[config.mk]
export PLATFORM = sky130hd
export DESIGN_NAME = button_pulse_gen
export DESIGN_NICKNAME = d
export VERILOG_FILES = /design/src/rtl/button_pulse_gen.sv
export SDC_FILE = /design/constraint.sdc
export NUM_CORES = 1
export LEC_CHECK = 0
export ABC_AREA = 1
export CORE_ASPECT_RATIO = 1.2
export CORE_MARGIN = 2
export CORE_UTILIZATION = 45
export DETAILED_ROUTE_END_ITERATION = 16
export HOLD_SLACK_MARGIN = 0.03
export PLACE_DENSITY = 0.69
export RECOVER_POWER = 100
export SYNTH_ARGS = -nofsm -noshare
export SYNTH_HDL_FRONTEND = slang
export SYNTH_SLANG_ARGS = --single-unit
[constraint.sdc]
create_clock -name clock -period 2.05 [get_ports clock]
set_input_delay 0.615 -clock clock [delete_from_list [all_inputs] [get_ports clock]]
set_output_delay 0.615 -clock clock [all_outputs]
set_load 0.03 [all_outputs]
[src/rtl/button_pulse_gen.sv]
// Push-button debouncer: two-flop synchronizer, four-state debounce FSM, one pulse per accepted press.
// Define BUTTON_PULSE_GEN_AUTOREPEAT_EN to add auto-repeat pulses while the button stays held.
module button_pulse_gen #(
    parameter int DEBOUNCE_CYCLES = 50000,
    parameter int CNT_WIDTH       = 16,
    parameter int ACTIVE_LOW      = 0,
    parameter int REPEAT_DELAY    = 25000000,
    parameter int REPEAT_PERIOD   = 5000000
) (
    input  logic clock,
    input  logic reset,
    input  logic button_in,
    output logic pulse_out,
    output logic level_out
);

    typedef enum logic [1:0] {
        IDLE         = 2'd0,
        PRESS_WAIT   = 2'd1,
        HELD         = 2'd2,
        RELEASE_WAIT = 2'd3
    } state_t;

    localparam logic                 INVERT   = (ACTIVE_LOW != 0);
    localparam logic [CNT_WIDTH-1:0] CNT_LAST = CNT_WIDTH'(DEBOUNCE_CYCLES - 1);
    localparam logic [CNT_WIDTH-1:0] CNT_ONE  = CNT_WIDTH'(1);

    generate
        if (DEBOUNCE_CYCLES < 2 || DEBOUNCE_CYCLES > (1 << CNT_WIDTH) - 1) begin : g_bad_debounce
            $error("button_pulse_gen: DEBOUNCE_CYCLES out of range for CNT_WIDTH");
        end
        if (REPEAT_DELAY < 2 || REPEAT_PERIOD < 2) begin : g_bad_repeat
            $error("button_pulse_gen: REPEAT_DELAY and REPEAT_PERIOD must be at least 2");
        end
    endgenerate

    logic                 w_b;
    logic                 w_sync2;
    logic [1:0]           r_sync;
    state_t               r_state;
    logic [CNT_WIDTH-1:0] r_cnt;
    logic                 r_pulse;
    logic                 r_level;

    assign w_b     = button_in ^ INVERT;
    assign w_sync2 = r_sync[1];

    always_ff @(posedge clock or posedge reset) begin
        if (reset) begin
            r_sync <= 2'b00;
        end else begin
            r_sync <= {r_sync[0], w_b};
        end
    end

`ifdef BUTTON_PULSE_GEN_AUTOREPEAT_EN
    // Repeat counter is widened past CNT_WIDTH when the repeat intervals need more bits.
    localparam int RC_SPAN  = (REPEAT_DELAY > REPEAT_PERIOD) ? REPEAT_DELAY : REPEAT_PERIOD;
    localparam int RC_WIDTH = ($clog2(RC_SPAN) > CNT_WIDTH) ? $clog2(RC_SPAN) : CNT_WIDTH;
    localparam logic [RC_WIDTH-1:0] RC_DELAY_LAST  = RC_WIDTH'(REPEAT_DELAY - 1);
    localparam logic [RC_WIDTH-1:0] RC_PERIOD_LAST = RC_WIDTH'(REPEAT_PERIOD - 1);
    localparam logic [RC_WIDTH-1:0] RC_ONE         = RC_WIDTH'(1);

    logic [RC_WIDTH-1:0] r_rc;
    logic                r_rep_phase;
    logic                w_rep_fire;

    // r_rep_phase is 0 until the first repeat pulse, then selects the shorter period.
    assign w_rep_fire = r_rep_phase ? (r_rc == RC_PERIOD_LAST) : (r_rc == RC_DELAY_LAST);
`endif

    always_ff @(posedge clock or posedge reset) begin
        if (reset) begin
            r_state <= IDLE;
            r_cnt   <= '0;
            r_pulse <= 1'b0;
            r_level <= 1'b0;
`ifdef BUTTON_PULSE_GEN_AUTOREPEAT_EN
            r_rc        <= '0;
            r_rep_phase <= 1'b0;
`endif
        end else begin
            r_pulse <= 1'b0;
            case (r_state)
                IDLE: begin
                    if (w_sync2) begin
                        r_state <= PRESS_WAIT;
                        r_cnt   <= '0;
                    end
                end
                PRESS_WAIT: begin
                    if (!w_sync2) begin
                        r_state <= IDLE;
                        r_cnt   <= '0;
                    end else if (r_cnt == CNT_LAST) begin
                        r_state <= HELD;
                        r_cnt   <= '0;
                        r_pulse <= 1'b1;
                        r_level <= 1'b1;
`ifdef BUTTON_PULSE_GEN_AUTOREPEAT_EN
                        r_rc        <= '0;
                        r_rep_phase <= 1'b0;
`endif
                    end else begin
                        r_cnt <= r_cnt + CNT_ONE;
                    end
                end
                HELD: begin
                    if (!w_sync2) begin
                        r_state <= RELEASE_WAIT;
                        r_cnt   <= '0;
                    end
`ifdef BUTTON_PULSE_GEN_AUTOREPEAT_EN
                    else if (w_rep_fire) begin
                        r_pulse     <= 1'b1;
                        r_rc        <= '0;
                        r_rep_phase <= 1'b1;
                    end else begin
                        r_rc <= r_rc + RC_ONE;
                    end
`endif
                end
                RELEASE_WAIT: begin
                    // A bounce back returns to HELD silently; the repeat counter stays frozen here.
                    if (w_sync2) begin
                        r_state <= HELD;
                        r_cnt   <= '0;
                    end else if (r_cnt == CNT_LAST) begin
                        r_state <= IDLE;
                        r_cnt   <= '0;
                        r_level <= 1'b0;
`ifdef BUTTON_PULSE_GEN_AUTOREPEAT_EN
                        r_rc        <= '0;
                        r_rep_phase <= 1'b0;
`endif
                    end else begin
                        r_cnt <= r_cnt + CNT_ONE;
                    end
                end
                default: begin
                    r_state <= IDLE;
                    r_cnt   <= '0;
                end
            endcase
        end
    end

    assign pulse_out = r_pulse;
    assign level_out = r_level;

endmodule

[After elaboration in Yosys (flattened, before gate mapping)]
Cells that the tools add are included.
Storage, ports and cells
  output and inout bits: 2
  input port bits: 3
  register bits: 22
Operators by class
  $add $sub $neg: 1
  equality and inequality tests: 12
  multiplexer cells: 21
  reductions and logical operators: 5
Operator list (number)
  2-to-1 mux 16 bit: 5
  case mux 16 bit (4 select lines): 1
  adder 16 x 1 -> 16 bit, second input constant: 1
  equality test 16 bit, second input constant: 1
  2-to-1 mux 2 bit: 6
  inequality test 2 bit, second input constant: 6
  case mux 2 bit (4 select lines): 1
  2-to-1 mux 1 bit: 7
  inequality test 3 bit, second input constant: 2
  AND reduction 5 bit: 1
  equality test 2 bit, second input constant: 2
  AND reduction 4 bit: 1
  equality test 2 x 1 -> 1 bit, second input constant: 1
  logical NOT 2 bit: 1
  case mux 1 bit (2 select lines): 1
  AND reduction 2 bit: 1
  nonzero test 2 bit: 1

[Logic depth before layout (Yosys ltp)]
Gate-level depths: netlist (run 1).
  depth in word-level cells: 4
  depth in mapped cells: 9
  gate-level depth less buffers: 9

[Worst setup path before layout (run 1)]
No wires, ideal clock.
  kind: register -> register
  from: reg r_cnt[0]
  to: reg with a tool-made name
  path buffers: 0
  slack: 726 ps
  data required time: 1933 ps
  cell stages (with the launch flop): 9
  data arrival time: 1207 ps
  cell sequence: dfrtp_1 ha_1 nand3_2 nor2_4 nand2_4 nand2_4 nand2_1 nand2_1 nand2_1
RTL lines
  start: declaration: line 41  | logic [CNT_WIDTH-1:0] r_cnt;
  start signal: assignment: line 105  | r_cnt <= r_cnt + CNT_ONE;
  start signal: assignment: line 137  | r_cnt <= r_cnt + CNT_ONE;

[Final worst setup path (run 1)]
  from: reg r_level, in the netlist level_out
  to: out level_out
RTL lines
  start: declaration: line 43  | logic r_level;
  start signal: assignment: line 77  | r_level <= 1'b0;
  start signal: assignment: line 99  | r_level <= 1'b1;
  start signal: assignment: line 131  | r_level <= 1'b0;
  end: declaration: line 14  | output logic level_out
No word-level cell between the ends.

==> results of run 1 <==
[layout by cell type (no fill, tap or decap)]
cell type,instances
o21ai_0,8
nor2_2,3
a21o_1,2
inv_1,12
inv_2,2
nand3b_1,1
nor2_4,1
nand3_2,1
a21oi_1,2
o21bai_1,3
nand2_4,1
nand3_1,17
nand2_1,53
clkbuf_4,3
clkbuf_1,1
o22ai_1,1
nand4_1,3
o21ai_1,1
nor2_1,15
nand2_2,4
xnor2_1,2
dfrtp_1,22
ha_1,1
clkinv_1,1
clkdlybuf4s50_1,3
xor2_1,4
dlygate4sd3_1,1
bufinv_16,1
[final timing paths]
kind / start / to / slack, ns / cells after the start
min in group asynchronous: reset / r_cnt[10] / 0.96 / 3
worst min register to register: r_sync[0] / r_sync[1] / 0.37 / 0
max in group asynchronous: reset / r_cnt[2] / 0.37 / 3
worst min-delay path: r_sync[0] / r_sync[1] / 0.37 / 0
worst max-delay path: level_out / level_out / 0.06 / 1
worst max register to register: r_cnt[0] / r_cnt[8] / 0.20 / 6
[layout make-up]
cell class                 instances  area, sq um
timing repair buffer               5        43.79
clock buffer                       3        22.52
multi-input combinational        123        606.8
sequential                        22        550.5
tap                               33        41.29
fill                             251         1226
inverter                          15        56.30
clock inverter                     1        30.03
[through the flow]
stage	cells	setup WS, ns	total power, uW	cell area, sq um	hold slack, ns
after floorplan	162	0.7264	731.9	1250	0.3312
after global placement	198	0.4561	793.1	1329	0.3329
after detailed placement	198	0.4199	796.9	1329	0.3371
after CTS	202	0.04576	1142	1381	0.3683
after global routing	202	0.01493	1174	1351	0.3793
final	202	0.05539	1107	1351	0.3663
[power groups by stage]
stage          sequential (uW)  clock, uW  combinational, uW
6_report                   521        348                238
2_1_floorplan              521          0                211
3_3_place_gp               526          0                267
3_5_place_dp               529          0                268
4_1_cts                    520        353                269
5_1_grt                    531        368                275
[registers in the layout, indices dropped and copies added (netlist names), named ones only]
register   cells
level_out      1
pulse_out      1
r_cnt         16
r_state        1
r_sync         2
[per-layer routing]
layer  wire, um  up-vias  GRT usage, %
met5          0        -             0
met4         44        0         9.023
met3         73        4         2.871
met2       1082       18         29.29
met1       1144      467         23.07
li1           -      533             -
[logic make-up after synthesis]
kind of cell	share of synthesized area, %
AO/OA/AOI/OAI	8.808
AND/OR/NAND/NOR	36.64
buffers and inverters	5.305
adder cells (fa/ha/maj)	1.001
XOR/XNOR	4.204
flip-flops	44.04
==> flow_summary_export.csv, run 1 <==
group,metric,value,unit
power,seqPwrFrac,47.1,%
timing,slew_violations,0,
worst_setup_path,critPathSlowestCell,"clkdlybuf4s50_1",
timing,min_period,1.995,ns
clocking,insertion_delay,0.33,ns
drt,first_pass_iters,4,
die,die_w,52.11,um
placement,portBuffers,4,
clocking,cts_sinks,22,
timing,final_hold_viol_count,0,
timing,tightest_slew,1.223,ns
worst_setup_path,critPathCaptureType,"primary output",
clocking,cts_resized,0,
clocking,htree_levels,1,
min_path,holdCritPathClass,"reg2reg",
cells_and_area,areaGrowthSynthToFinish,8.108,%
worst_setup_path,max_stage_delay,0.67,ns
power,p_int,738.5,uW
power,p_sw_share,33.30,%
cells_and_area,antenna_cells,0,
worst_setup_path,cp_max_fo,2,
timing,finalSetupViolCount,0,
power,combPwrFrac,21.5,%
clocking,cts_max_path_buffers,2,
timing,fin_crit_sh,97.30,%
logic_synthesis,synth.yosys.seq_area_share,44.04,%
clocking,cts_made_buffers,3,
timing,relSlewSlack,18.50,%
logic_synthesis,synth_top_area_share,44.04,%
run,maxCapViolCount,0,
grt,overflow,0,
die,io-pin-count,5,
drt,ant_nets,0,
grt,grt_pass1_wl,4.091,mm
logic_synthesis,avgSynthCellArea,7.716,sq um
power,p_sw,368.7,uW
timing,finalSetupTns,0,ns
status,status,"complete, no violations",
placement,place.gp.congestion,0.8701,
logic_synthesis,syn_inst,162,
worst_setup_path,cp_num_buf_inv,1,
worst_setup_path,startpoint_type,"flop",
drt,viasPerCell,5.059,
clocking,cts_setup_buffers,0,
logic_synthesis,synth_flop_cell,"dfrtp_1",
clocking,clockRootBuffer,"clkbuf_4",
drt,drc,0,
drt,wire_per_inst,11.60,um
logic_synthesis,ys_ff_latch,22,
logic_synthesis,ys_types,25,
clocking,cts_hold_buf,0,
worst_setup_path,critical_path_required,1.43,ns
logic_synthesis,synth.net_count,166,
power,peakVddDrop,436.4,uV
grt,grt_max_degree,23,
timing,fmax,0.5014,GHz
grt,grt_pass1_vias,923,
die,start_util,48.50,%
die,die_area,3217,sq um
die,core,2577,sq um
logic_synthesis,synth.area.top_cells,"dfrtp_1 (44%), nand2_1 (16%), nand3_1 (6.8%)",
clocking,cts.clk_slew.worst_paths,0.14,ns
drt,dr.first_iter.drc_count,45,
die,die_y,61.74,um
logic_synthesis,synth_edf_count,0,
worst_setup_path,path_delay_family,"buffers and inverters",
timing,rsz0062_at_grt,"false",
timing,skew,0.009048,ns
worst_setup_path,setup.worst_path.class,"reg2out",
power,pwr-share-clk,31.4,%
cells_and_area,post-route-util,52.43,%
logic_synthesis,yosysWarnings,0,
placement,dp_hpwl,1.699,mm
die,rows,20,
worst_setup_path,crit_arrival,1.38,ns
logic_synthesis,synth_commonest_cells,"nand2_1 (52), dfrtp_1 (22), nand3_1 (17)",
power,power-per-cell-area,819.3,nW/um^2
logic_synthesis,synth_most_common_cell,"nand2_1",
power,p_leak,0.0006490,uW
grt,antenna_found_initial,0,
clocking,cts_tree,"done",
drt,num_vias,1022,
drt,wirelength,2.344,mm
worst_setup_path,path_cells,"clkdlybuf4s50_1",
cells_and_area,fin_nets,174,
logic_synthesis,yosys.area.top_type,"dfrtp_1",
grt,grt_use_total,17.86,%
logic_synthesis,netlist_area,1250,sq um
cells_and_area,drive_gt1_share,9.467,%
logic_synthesis,ys_async_sr_fraction,100.0,%
Note: power is estimated with default switching activity, not from simulation.
==> run 2: changes to the inputs <==
Settings changed: CORE_UTILIZATION 45 to 56, MAX_ROUTING_LAYER from default to met4, PLACE_DENSITY 0.69 to 0.81, SETUP_SLACK_MARGIN from default to 0.02.
==> run 2 against run 1 <==
Net effect: cell count fell by 1.5%; cell area fell by 1.6%; die area fell by 18%; critical path type unchanged; largest cell class unchanged.
==> flow_summary_export.csv, run 2 (synthesis results as in run 1) <==
group,metric,value,unit
drt,dr.first_iter.drc_count,39,
cells_and_area,regMostFlops,"r_cnt",
cells_and_area,fin_nets,174,
drt,drc,0,
status,status,"complete, no violations",
clocking,cts.clk_slew.worst_paths,0.12,ns
worst_setup_path,path_cells,"clkdlybuf4s50_1",
worst_setup_path,cp_num_buf_inv,1,
worst_setup_path,critPathSlowestCell,"clkdlybuf4s50_1",
cells_and_area,multiInputGateArea,605.6,sq um
placement,dp_hpwl,1.759,mm
drt,wirelength,2.406,mm
drt,first_pass_iters,4,
timing,fin_crit_sh,94.91,%
min_path,holdCritPathClass,"reg2reg",
die,core,2095,sq um
power,pwr-share-clk,23.9,%
clocking,cts_hold_buf,0,
power,p_sw,358.2,uW
clocking,cts_sinks,22,
worst_setup_path,rr_worst_depth,8,
cells_and_area,final_area,1330,sq um
power,p_leak,0.0006417,uW
timing,slew_violations,0,
clocking,cts_made_buffers,3,
placement,pre_cts_ws,0.4476,ns
timing,finalSetupViolCount,0,
placement,place.gp.congestion,0.8896,
die,io-pin-count,5,
cells_and_area,final_cell_mix,"nand2_1 (53), dfrtp_1 (22), nand3_1 (18)",
worst_setup_path,startpoint_type,"flop",
die,start_util,59.68,%
timing,skew,0.007066,ns
timing,final_hold_viol_count,0,
cells_and_area,top_regs,"r_cnt x16, r_sync x2",
grt,grt_max_degree,23,
drt,ant_nets,0,
drt,viasPerCell,5.382,
placement,portBuffers,4,
timing,min_period,1.946,ns
cells_and_area,antenna_cells,0,
die,die_w,47.13,um
grt,overflow,0,
grt,grt_use_total,23.87,%
power,combPwrFrac,24.2,%
power,power-per-cell-area,759.4,nW/um^2
timing,finalSetupTns,0,ns
die,die_y,55.76,um
cells_and_area,nFillCells,191,
worst_setup_path,cp_max_fo,2,
worst_setup_path,crit_cells,1,
die,die_area,2628,sq um
worst_setup_path,setup.worst_path.class,"reg2out",
grt,grt_pass1_wl,4.547,mm
clocking,cts_max_path_buffers,2,
worst_setup_path,critical_path_required,1.43,ns
grt,antenna_found_initial,0,
cells_and_area,final_common_cell,"nand2_1",
cells_and_area,areaGrowthSynthToFinish,6.407,%
timing,fmax,0.5140,GHz
cells_and_area,post-route-util,63.50,%
worst_setup_path,crit_arrival,1.33,ns
cells_and_area,largest_reg_flops,16,
clocking,cts_resized,0,
timing,setup_slack,0.1043,ns
drt,wire_per_inst,12.09,um
clocking,insertion_delay,0.31,ns
cells_and_area,drive_gt1_share,9.467,%
grt,grt_pass1_vias,1083,
run,maxCapViolCount,0,
power,p_int,651.8,uW
min_path,hold_depth,0,
placement,place_area,1325,sq um
worst_setup_path,max_stage_delay,0.66,ns
worst_setup_path,critPathCaptureType,"primary output",
clocking,cts_setup_buffers,0,
die,rows,18,
timing,relSlewSlack,21.43,%
clocking,cts_tree,"done",
timing,rsz0062_at_grt,"false",
clocking,htree_levels,1,
drt,num_vias,1071,
power,seqPwrFrac,52.0,%
power,peakVddDrop,621.7,uV
timing,tightest_slew,1.179,ns
worst_setup_path,path_delay_family,"buffers and inverters",
cells_and_area,regArea,550.5,sq um
clocking,clockRootBuffer,"clkbuf_4",
power,p_sw_share,35.47,%
[run 2: layout make-up]
cell class / count / area share, %
Multi-Input combinational cell: 123 / 45.53
Sequential cell: 22 / 41.39
Inverter: 15 / 4.233
Timing Repair Buffer: 5 / 3.293
Tap cell: 30 / 2.822
Clock buffer: 4 / 2.728
[run 2: final timing paths]
check	startpoint	endpoint	slack, ns
setup reg to reg	r_cnt[0]	flop	0.22
min in group asynchronous	reset	r_cnt[14]	0.96
max in group asynchronous	reset	r_cnt[2]	0.38
setup / recovery	level_out	level_out	0.10
hold / removal	r_sync[0]	r_sync[1]	0.36
hold reg to reg	r_sync[0]	r_sync[1]	0.36
[run 2: metrics by stage]
| stage | cells | hold slack (ns) | total power, uW |
|---|---|---|---|
| after detailed placement | 195 | 0.3387 | 805.1 |
| after CTS | 199 | 0.3679 | 1048 |
| after floorplan | 162 | 0.3312 | 731.9 |
| after global routing | 199 | 0.3713 | 1081 |
| final | 199 | 0.3630 | 1010 |
| after global placement | 195 | 0.3331 | 788.3 |
[run 2: metal layers]
metal / up-vias / wire length, um / track usage [%]
met4: 0 / 49 / 10.32
met2: 24 / 1197 / 36.79
met5: - / 0 / -
met1: 509 / 1066 / 29.89
met3: 7 / 92 / 4.221
li1: 531 / - / -
[run 2: power by group through the flow]
stage / Clock [uW] / Combinational [uW] / Sequential (uW)
finish: 241 / 244 / 525
floorplan: 0 / 211 / 521
global route: 271 / 278 / 532
global placement: 0 / 263 / 526
detailed placement: 0 / 272 / 533
CTS: 251 / 273 / 524
==> run 3: changes to the inputs <==
Settings changed: SLEW_MARGIN from default to 0.
==> results of run 3 <==
The final DEF is identical to that of run 2; final timing and power are the same.
